--- src/rtl/fetch_pkg.sv ---
//==============================================================================
// Module   : fetch_pkg
// Brief    : Shared constants and entry type for the instruction-fetch stage.
// Revision : 1.0 - initial release
//==============================================================================
`default_nettype none

package fetch_pkg;

    localparam int unsigned      c_addr_width   = 32;
    localparam int unsigned      c_instr_width  = 32;
    localparam int unsigned      c_pc_incr      = 4;
    localparam logic [31:0]      c_reset_vector = 32'h0000_0000;

    typedef struct packed {
        logic [c_addr_width-1:0]  pc;
        logic [c_instr_width-1:0] instr;
    } fetch_entry_t;

endpackage

`default_nettype wire

--- src/rtl/fetch_fifo.sv ---
//==============================================================================
// Module   : fetch_fifo
// Brief    : 2-entry synchronous FIFO with flush; head holds its last value
//            while empty so downstream outputs stay stable.
// Revision : 1.0 - initial release
//==============================================================================
`default_nettype none

module fetch_fifo #(
    parameter int unsigned DATA_WIDTH = 64,
    parameter int unsigned DEPTH      = 2
) (
    input  logic                         clk_i,
    input  logic                         rst_ni,
    input  logic                         flush_i,
    input  logic                         push_i,
    input  logic                         pop_i,
    input  logic [DATA_WIDTH-1:0]        data_i,
    output logic [DATA_WIDTH-1:0]        data_o,
    output logic [$clog2(DEPTH+1)-1:0]   count_o
);

    localparam int unsigned c_cnt_w = $clog2(DEPTH + 1);

    logic [DATA_WIDTH-1:0] mem_q [2];
    logic                  rd_ptr_q;
    logic                  wr_ptr_q;
    logic [c_cnt_w-1:0]    count_q;
    logic                  w_drain;

    // Draining the last entry leaves the read pointer in place so the head keeps showing it.
    assign w_drain = pop_i && !push_i && (count_q == c_cnt_w'(1));

    always_ff @(posedge clk_i) begin
        if (!rst_ni) begin
            mem_q[0] <= '0;
            mem_q[1] <= '0;
            rd_ptr_q <= 1'b0;
            wr_ptr_q <= 1'b0;
            count_q  <= '0;
        end else if (flush_i || w_drain) begin
            wr_ptr_q <= rd_ptr_q;
            count_q  <= '0;
        end else begin
            if (push_i) begin
                mem_q[wr_ptr_q] <= data_i;
                wr_ptr_q        <= ~wr_ptr_q;
            end
            if (pop_i) begin
                rd_ptr_q <= ~rd_ptr_q;
            end
            case ({push_i, pop_i})
                2'b10:   count_q <= count_q + c_cnt_w'(1);
                2'b01:   count_q <= count_q - c_cnt_w'(1);
                default: count_q <= count_q;
            endcase
        end
    end

    assign data_o  = mem_q[rd_ptr_q];
    assign count_o = count_q;

endmodule

`default_nettype wire

--- src/rtl/fetch_unit.sv ---
//==============================================================================
// Module   : fetch_unit
// Brief    : Instruction-fetch stage: PC register, memory address, 2-entry
//            instruction buffer toward decode, redirect handling.
// Revision : 1.0 - initial release
//==============================================================================
`default_nettype none

module fetch_unit
    import fetch_pkg::*;
#(
    parameter int unsigned           ADDR_WIDTH   = c_addr_width,
    parameter int unsigned           INSTR_WIDTH  = c_instr_width,
    parameter logic [ADDR_WIDTH-1:0] RESET_VECTOR = ADDR_WIDTH'(c_reset_vector),
    parameter int unsigned           FIFO_DEPTH   = 2
) (
    input  logic                   clk_i,
    input  logic                   reset_n_i,
    output logic [ADDR_WIDTH-1:0]  imem_addr_o,
    input  logic [INSTR_WIDTH-1:0] imem_rd_i,
    input  logic                   redirect_i,
    input  logic [ADDR_WIDTH-1:0]  redirect_pc_i,
    output logic                   instr_valid_o,
    input  logic                   instr_ready_i,
    output logic [INSTR_WIDTH-1:0] instr_o,
    output logic [ADDR_WIDTH-1:0]  instr_pc_o,
    output logic [ADDR_WIDTH-1:0]  instr_pc_plus4_o,
    output logic                   misalign_o
);

    localparam int unsigned c_entry_w = ADDR_WIDTH + INSTR_WIDTH;
    localparam int unsigned c_cnt_w   = $clog2(FIFO_DEPTH + 1);

    logic [ADDR_WIDTH-1:0] pc_q;
    logic [ADDR_WIDTH-1:0] pc_d;
    logic                  misalign_q;
    logic                  misalign_d;

    logic                  w_push;
    logic                  w_pop;
    logic                  w_valid;
    logic                  w_full;
    logic [c_cnt_w-1:0]    w_count;
    logic [c_entry_w-1:0]  w_head;

    assign w_valid = (w_count != '0);
    assign w_full  = (w_count == c_cnt_w'(FIFO_DEPTH));

    // Redirect voids any concurrent handshake and blocks the in-flight word.
    always_comb begin
        w_pop      = w_valid && instr_ready_i && !redirect_i;
        w_push     = !redirect_i && (!w_full || w_pop);
        misalign_d = redirect_i && (redirect_pc_i[1:0] != 2'b00);
        pc_d       = pc_q;
        if (redirect_i) begin
            pc_d = {redirect_pc_i[ADDR_WIDTH-1:2], 2'b00};
        end else if (w_push) begin
            pc_d = pc_q + ADDR_WIDTH'(c_pc_incr);
        end
    end

    always_ff @(posedge clk_i) begin
        if (!reset_n_i) begin
            pc_q       <= RESET_VECTOR;
            misalign_q <= 1'b0;
        end else begin
            pc_q       <= pc_d;
            misalign_q <= misalign_d;
        end
    end

    fetch_fifo #(
        .DATA_WIDTH (c_entry_w),
        .DEPTH      (FIFO_DEPTH)
    ) u_fifo (
        .clk_i   (clk_i),
        .rst_ni  (reset_n_i),
        .flush_i (redirect_i),
        .push_i  (w_push),
        .pop_i   (w_pop),
        .data_i  ({pc_q, imem_rd_i}),
        .data_o  (w_head),
        .count_o (w_count)
    );

    assign imem_addr_o      = pc_q;
    assign instr_valid_o    = w_valid;
    assign instr_pc_o       = w_head[c_entry_w-1:INSTR_WIDTH];
    assign instr_o          = w_head[INSTR_WIDTH-1:0];
    assign instr_pc_plus4_o = instr_pc_o + ADDR_WIDTH'(c_pc_incr);
    assign misalign_o       = misalign_q;

endmodule

`default_nettype wire
--- config.mk ---
export PLATFORM = sky130hd
export DESIGN_NAME = fetch_unit
export DESIGN_NICKNAME = d
export VERILOG_FILES = /design/src/rtl/fetch_pkg.sv /design/src/rtl/fetch_fifo.sv /design/src/rtl/fetch_unit.sv
export SDC_FILE = /design/constraint.sdc
export NUM_CORES = 1
export LEC_CHECK = 0
export CAP_MARGIN = 25
export CORE_AREA = 5 5 140 142
export DETAILED_ROUTE_END_ITERATION = 10
export DIE_AREA = 0 0 145 147
export GPL_ROUTABILITY_DRIVEN = 1
export PLACE_DENSITY = 0.76
export SETUP_SLACK_MARGIN = 0.4
export SLEW_MARGIN = 40
export SYNTH_ARGS = -nofsm -noshare
export SYNTH_HDL_FRONTEND = slang
export SYNTH_SLANG_ARGS = --single-unit
--- constraint.sdc ---
create_clock -name clk_i -period 8.1 [get_ports clk_i]
set_clock_uncertainty 0.15 [all_clocks]
set_input_delay 1.62 -clock clk_i [delete_from_list [all_inputs] [get_ports clk_i]]
set_output_delay 1.62 -clock clk_i [all_outputs]
set_load 0.01 [all_outputs]
## Word level (Yosys, flattened, before mapping)

Memories as Yosys holds them, arrays and structs flattened. A register that Yosys moved wholly into a read port is not among the register bits.
Index checks and enable logic that the tools add are counted.

| operators by class | value |
|---|---|
| $add $sub $neg | 4 |
| equality and inequality tests | 4 |
| multiplexer cells | 15 |
| bitwise operators | 4 |
| reductions and logical operators | 20 |

Operators by type and width:

| operator | number |
|---|---|
| $add 32x3->32 const B | 2 |
| $mux 32 | 2 |
| $mux 64 | 1 |
| $reduce_or 64->1 | 1 |
| $mux 1 | 11 |
| $reduce_bool 2->1 | 5 |
| $logic_and 1x1->1 | 6 |
| $eq 2x1->1 const B | 2 |
| $eq 2x2->1 const B | 2 |
| $not 1->1 | 4 |
| $pmux 2 s2 | 1 |
| $reduce_or 2->1 | 2 |
| $logic_not 1->1 | 3 |
| $add 2x1->2 const B | 1 |
| $logic_or 1x1->1 | 2 |
| $reduce_and 2->1 | 1 |
| $sub 2x1->2 const B | 1 |

| word-level totals | value |
|---|---|
| register bits after elaboration | 37 |
| RAM bits | 128 |
| input port bits | 68 |
| output and inout port bits | 130 |
| logic and storage cells | 54 |
| memories | 1 |

Memories:

| memory | depth | width | read ports | clocked after memory_dff | write ports | line | source |
|---|---|---|---|---|---|---|---|
| u_fifo.mem_q | 2 | 64 | 1 | 1 | 2 | fetch_fifo.sv:25 | `logic [DATA_WIDTH-1:0] mem_q [2];` |

## Depth between registers and ports, before layout

Gate-level depths: netlist (run 1).

| logic depth | value |
|---|---|
| word-level depth | 14 |
| mapped depth | 14 |
| mapped depth without buffers | 8 |

## Modules after synthesis

From an unflattened synthesis (run 1), not the netlist that was laid out.

| unflattened totals | value |
|---|---|
| cell total of the unflattened synthesis | 697 |
| area, all modules | 8,320.5 um2 |

Modules (own cells, without submodules):

| module | times used | cells an instance | area an instance (um2) | seq. area each (um2) |
|---|---|---|---|---|
| fetch_fifo | 1 | 371 | 5,794.3 | 3,943.8 |
| fetch_unit | 1 | 326 | 2,526.2 | 620.6 |

## Worst setup path after synthesis (run 1)

OpenSTA, ideal clock, no wires.

| path | value |
|---|---|
| kind | input-to-reg |
| from | input redirect_i |
| to | memory u_fifo.mem_q[0][0] (enable) |
| library setup time | 574 ps |
| arrival | 6,946 ps |
| required time | 7,376 ps |
| path slack | 429 ps |
| cell stages on the path | 4 |
| buffers on the path | 1 |
| cells stage by stage | nor3b_2 nor2_1 clkbuf_1 o31ai_1 |

RTL lines:

| item | line | source |
|---|---|---|
| start, declared | fetch_unit.sv:21 | `input logic redirect_i,` |
| end, declared | fetch_fifo.sv:25 |  |

==> impl_metrics.json, run 1 <==
{
  "clk-insertion-delay-late_ps": 420,
  "crit_path_end_kind": "primary output",
  "drc": 0,
  "vdd_ir_drop_max_uv": 138,
  "cts_tree": "done",
  "path_delay_family": "buffers and inverters",
  "fin_nets": 950,
  "drive_gt1_share_pct": 11.1,
  "grt_pass1_vias": 5894,
  "synthArstFlopShare_pct": 0,
  "power_density_mw_per_mm2": 201,
  "worst-path-buf-inv": 2,
  "rows": 50,
  "post-dp-hpwl_mm": 15.0,
  "avgSynthCellArea_um2": 11.5,
  "hold_buffers": 0,
  "dieWidth_um": 145,
  "boundaryPins": 198,
  "cts_max_level": 4,
  "dieArea_mm2": 0.0213,
  "synth_cell_types": 54,
  "wl_mm": 20.9,
  "power.leakage_nw": 3.95,
  "synthMostInstantiatedCell": "edfxtp_1",
  "io_buffer_count": 191,
  "ant_nets": 0,
  "drtIter0Drc": 439,
  "synthCells": 703,
  "max_freq_mhz": 173,
  "core_area_mm2": 0.0183,
  "status": "completed",
  "place.gp.congestion": 0.863,
  "crit_slowest_cell": "dfxtp_4",
  "clock_sinks": 160,
  "dr_total_vias": 5950,
  "die_h_um": 147,
  "antennaDiodeCount": 0,
  "min_path_type": "reg2reg",
  "required_ps": 6330,
  "crit_arrival_ps": 4020,
  "area_growth_pct": 33.6,
  "setup_viol": 0,
  "power_mw": 2.16,
  "crit_chain": "buf_4 -> nand4_1 -> a222oi_1 -> and4_1 -> nor3b_2 -> xor2_1 -> clkdlybuf4s50_1",
  "grt_pass1_wl_mm": 32.6,
  "critPathLaunchType": "flip-flop",
  "grt_overflow": 0,
  "maxCapViolations": 0,
  "worst-setup-path-type": "reg2out",
  "ys_top_cells_by_area": "edfxtp_1 46%, and2_1 9.5%, dfxtp_1 8.9%",
  "synth_top_area_share_pct": 46.1,
  "ys_seq_area_share_pct": 55.1,
  "rsz0062_at_grt": "false",
  "wl_per_cell_um": 18.6,
  "cts_resized": 0,
  "gr-usage-all-layers_pct": 19.2,
  "cts_root_buf": "clkbuf_16",
  "tns_ps": 0,
  "drv_slew": 0,
  "start_util_pct": 44.0,
  "ys_warn_count": 0,
  "worstMarginPinSlew_ps": 747,
  "finalCritPeriodShare_pct": 71.5,
  "ctsLongestPathBuffers": 2,
  "fillerInstances": 1526,
  "timing.final.crit_period_ps": 5790,
  "synth-edff-count": 124,
  "cts_buffers": 17,
  "vias_per_cell": 5.29,
  "netlist.top_cell.by_area": "edfxtp_1",
  "ys_ff_latch": 160,
  "max_slew_margin_pct": 50.1,
  "crit_path_max_fanout": 57,
  "clk_pin_slew_ps": 60,
  "max_stage_delay_ps": 620,
  "hold_violations": 0,
  "drtPass1Iterations": 5,
  "grt_max_degree": 63,
  "synthFlopType": "edfxtp_1",
  "ys_top_cells_by_count": "124 x edfxtp_1, 122 x and2_1, 47 x mux2_2, 43 x xnor2_1, 36 x dfxtp_1",
  "antenna_found_initial": 0,
  "cts_setup_buffers": 0,
  "synth_area_mm2": 0.00807
}
## worst reg2reg max path, stage by stage (launching register included)
cell     delay, ps
dfxtp_1        340
inv_1           70
ha_1           220
nor3b_2        480
nor2_2         270
o31ai_4        660
buf_4          670
## area by class of cell
type                            instances  area [um2]  share of cell area, %
Clock buffer                           19         433                   4.01
Clock inverter                         13         189                   1.75
Inverter                               27         101                  0.940
Multi-Input combinational cell        474        3350                   31.1
Sequential cell                       160        4450                   41.3
Tap cell                              234         293                   2.72
Timing Repair Buffer                  198        1960                   18.2
## path summary, 6_finish.rpt
path	startpoint	endpoint	slack [ps]	depth (start not counted)
max	flip-flop	instr_pc_plus4_o[31]	2310	7
max reg2reg	u_fifo.count_o[0]	u_fifo.mem_q[0][27]	4830	6
min reg2reg	u_fifo.count_o[0]	u_fifo.count_o[0]	380	2
min	u_fifo.count_o[0]	u_fifo.count_o[0]	380	2
## registers in the layout, summed over array words and instances, names as in the netlist, named ones only
register / flops
u_fifo.mem_q: 124
u_fifo.rd_ptr_q: 1
misalign_o: 1
u_fifo.count_o: 2
imem_addr_o: 30
u_fifo.wr_ptr_q: 1
## stage by stage
stage	worst slack, ps	std cells	hold WS, ps	cell area (um2)	util, %
global placement	2860	1093	352	10200	55.4
global route	1960	1125	414	10800	58.8
detailed placement	2780	1093	370	10200	55.4
finish	2310	1125	376	10800	58.8
CTS	2270	1125	387	10800	58.8
floorplan	429	708	334	8090	-
## cell usage in the layout (no fill, tap or decap), types with 6 or more instances in the layout
cell type and n:
dfxtp_1 35, clkdlybuf4s50_1 191, nor4_1 13, xor2_1 11
nand3_1 17, a21oi_1 27, nor2_1 18, mux2i_1 13
nand4b_1 9, edfxtp_1 124, conb_1 6, nor3_1 10
nand4_1 14, nand2_1 32, xnor2_1 43, clkbuf_16 17
o21ai_0 32, buf_4 7, and2_1 122, mux2_2 47
clkinv_4 6, inv_1 26
## power breakdown
group          leakage [nW]  switching, mW  internal (mW)  total, mW
registers              1.62         0.0474          0.943      0.990
logic                  2.03          0.152          0.184      0.336
clock network         0.299          0.321          0.517      0.838
total                  3.95          0.520           1.64       2.16
## layer usage
metal | part of all wire [%] | track usage (%) | wire [um] | vias up
met1 | 42 | 24.3 | 8770 | 2841
met3 | 6.1 | 4.44 | 1290 | 40
met2 | 49 | 31.6 | 10200 | 209
met4 | 3.2 | 8.62 | 668 | 0
li1 | - | - | - | 2860
met5 | 0 | 0 | 0 | -
## cell families after synthesis
logic type	count (synthesis)	share of synthesized area, %
flip-flops	160	55.1
AND/OR/NAND/NOR	264	19.8
other	1	0.0465
multiplexers	60	8.17
AO/OA/AOI/OAI	86	6.37
buffers and inverters	74	4.05
XOR/XNOR	54	5.86
adder cells (fa/ha/maj)	4	0.620
(Power assumes the default switching activity.)
==> inputs of run 2 (changes only) <==
==> constraint.sdc (replaced) <==
create_clock -name clk_i -period 5.3 [get_ports clk_i]
set_clock_uncertainty 0.15 [all_clocks]
set_input_delay 1.06 -clock clk_i [delete_from_list [all_inputs] [get_ports clk_i]]
set_output_delay 1.06 -clock clk_i [all_outputs]
set_load 0.01 [all_outputs]
==> impl_metrics.json, run 2 (synthesis gave the netlist of run 1 again) <==
{
  "io_buffer_count": 191,
  "worst-setup-path-type": "reg2out",
  "ctsLongestPathBuffers": 2,
  "min_path_type": "reg2reg",
  "tns_ps": 0,
  "crit_path_end_kind": "primary output",
  "mostFrequentLayoutCell": "clkdlybuf4s50_1",
  "antenna_found_initial": 0,
  "wl_mm": 20.3,
  "gr-usage-all-layers_pct": 18.8,
  "fin_nets": 955,
  "vdd_ir_drop_max_uv": 213,
  "ant_nets": 0,
  "max_freq_mhz": 214,
  "crit_path_max_fanout": 60,
  "cts_tree": "done",
  "maxCapViolations": 0,
  "rsz0062_at_grt": "false",
  "drtPass1Iterations": 5,
  "drtIter0Drc": 410,
  "drc": 0,
  "cts_buffers": 17,
  "grt_overflow": 0,
  "place.gp.congestion": 0.860,
  "vias_per_cell": 5.20,
  "largest-register": "u_fifo.mem_q",
  "status": "completed",
  "largest_register_ffs": 124,
  "drv_slew": 0,
  "fin_cells": 1130,
  "drive_gt1_share_pct": 11.4,
  "clk-insertion-delay-late_ps": 420,
  "cts_setup_buffers": 0,
  "hold_buffers": 0,
  "post-dp-hpwl_mm": 14.7,
  "rows": 50,
  "dieArea_mm2": 0.0213,
  "boundaryPins": 198,
  "cts_max_level": 4,
  "most-common-layout-cells": "191 x clkdlybuf4s50_1, 124 x edfxtp_1, 122 x and2_1, 47 x mux2_2, 43 x xnor2_1",
  "required_ps": 4090,
  "grt_max_degree": 63,
  "fillerInstances": 1544,
  "die_h_um": 147,
  "power.leakage_nw": 3.94,
  "worstMarginPinSlew_ps": 727,
  "clock_sinks": 160,
  "timing.final.crit_period_ps": 4670,
  "core_area_mm2": 0.0183,
  "dr_total_vias": 5877,
  "area_growth_pct": 33.4,
  "critPathLaunchType": "flip-flop",
  "cts_resized": 1,
  "grt_pass1_vias": 5793,
  "dieWidth_um": 145,
  "crit_arrival_ps": 3460,
  "clk_pin_slew_ps": 60,
  "setup_viol": 0,
  "wl_per_cell_um": 18.0,
  "start_util_pct": 44.0,
  "placed_cells": 1098,
  "power_density_mw_per_mm2": 295,
  "max_slew_margin_pct": 51.5,
  "antennaDiodeCount": 0,
  "grt_pass1_wl_mm": 31.6,
  "cts_root_buf": "clkbuf_16",
  "finalCritPeriodShare_pct": 88.1,
  "hold_violations": 0
}
run 2: per-layer routing:
metal | track usage, % | vias up | routed length, um
met3 | 4.26 | 37 | 1150
met5 | 0 | - | 0
met1 | 24.6 | 2783 | 8780
met2 | 30.4 | 191 | 9830
li1 | - | 2866 | -
met4 | 7.16 | 0 | 556
run 2: worst paths after layout:
check	depth (start not counted)	from	slack [ps]	endpoint
setup / recovery	9	flip-flop	630	instr_pc_plus4_o[28]
setup reg to reg	7	u_fifo.count_o[0]	2410	u_fifo.mem_q[1][1]
hold reg to reg	2	u_fifo.count_o[0]	380	u_fifo.count_o[0]
hold / removal	2	u_fifo.count_o[0]	380	u_fifo.count_o[0]
run 2: cell type report:
type | instances | area, um2 | area share, %
multi-input combinational | 474 | 3350 | 31.2
timing repair buffer | 203 | 2010 | 18.7
inverter | 27 | 101 | 0.941
sequential | 160 | 4450 | 41.3
clock inverter | 13 | 121 | 1.13
clock buffer | 19 | 433 | 4.02
tap | 234 | 293 | 2.72
run 2: critical path, stage by stage (launching register included):
cell             delay [ps]
dfxtp_4                 770
mux2i_1                 200
inv_1                   110
ha_1                    190
inv_1                    80
a211oi_2                440
and3_1                  340
and3_1                  200
xor2_1                  150
clkdlybuf4s50_1         550
run 2: where the power goes:
group | switching [mW] | internal, mW | total [mW] | leakage [nW]
registers | 0.0739 | 1.44 | 1.51 | 1.62
logic | 0.227 | 0.284 | 0.511 | 2.06
clock network | 0.470 | 0.683 | 1.15 | 0.259
total | 0.771 | 2.41 | 3.18 | 3.94
run 2: metrics by stage:
step | hold WS (ps) | setup WS (ps) | instance area [um2] | utilization, % | total power, mW
2_1_floorplan | 334 | 855 | 8100 | - | 1.76
3_3_place_gp | 352 | 926 | 10200 | 55.7 | 2.05
3_5_place_dp | 356 | 834 | 10200 | 55.7 | 2.05
4_1_cts | 382 | 595 | 10800 | 58.7 | 3.20
5_1_grt | 428 | 407 | 10800 | 58.7 | 3.31
6_report | 375 | 632 | 10800 | 58.7 | 3.18
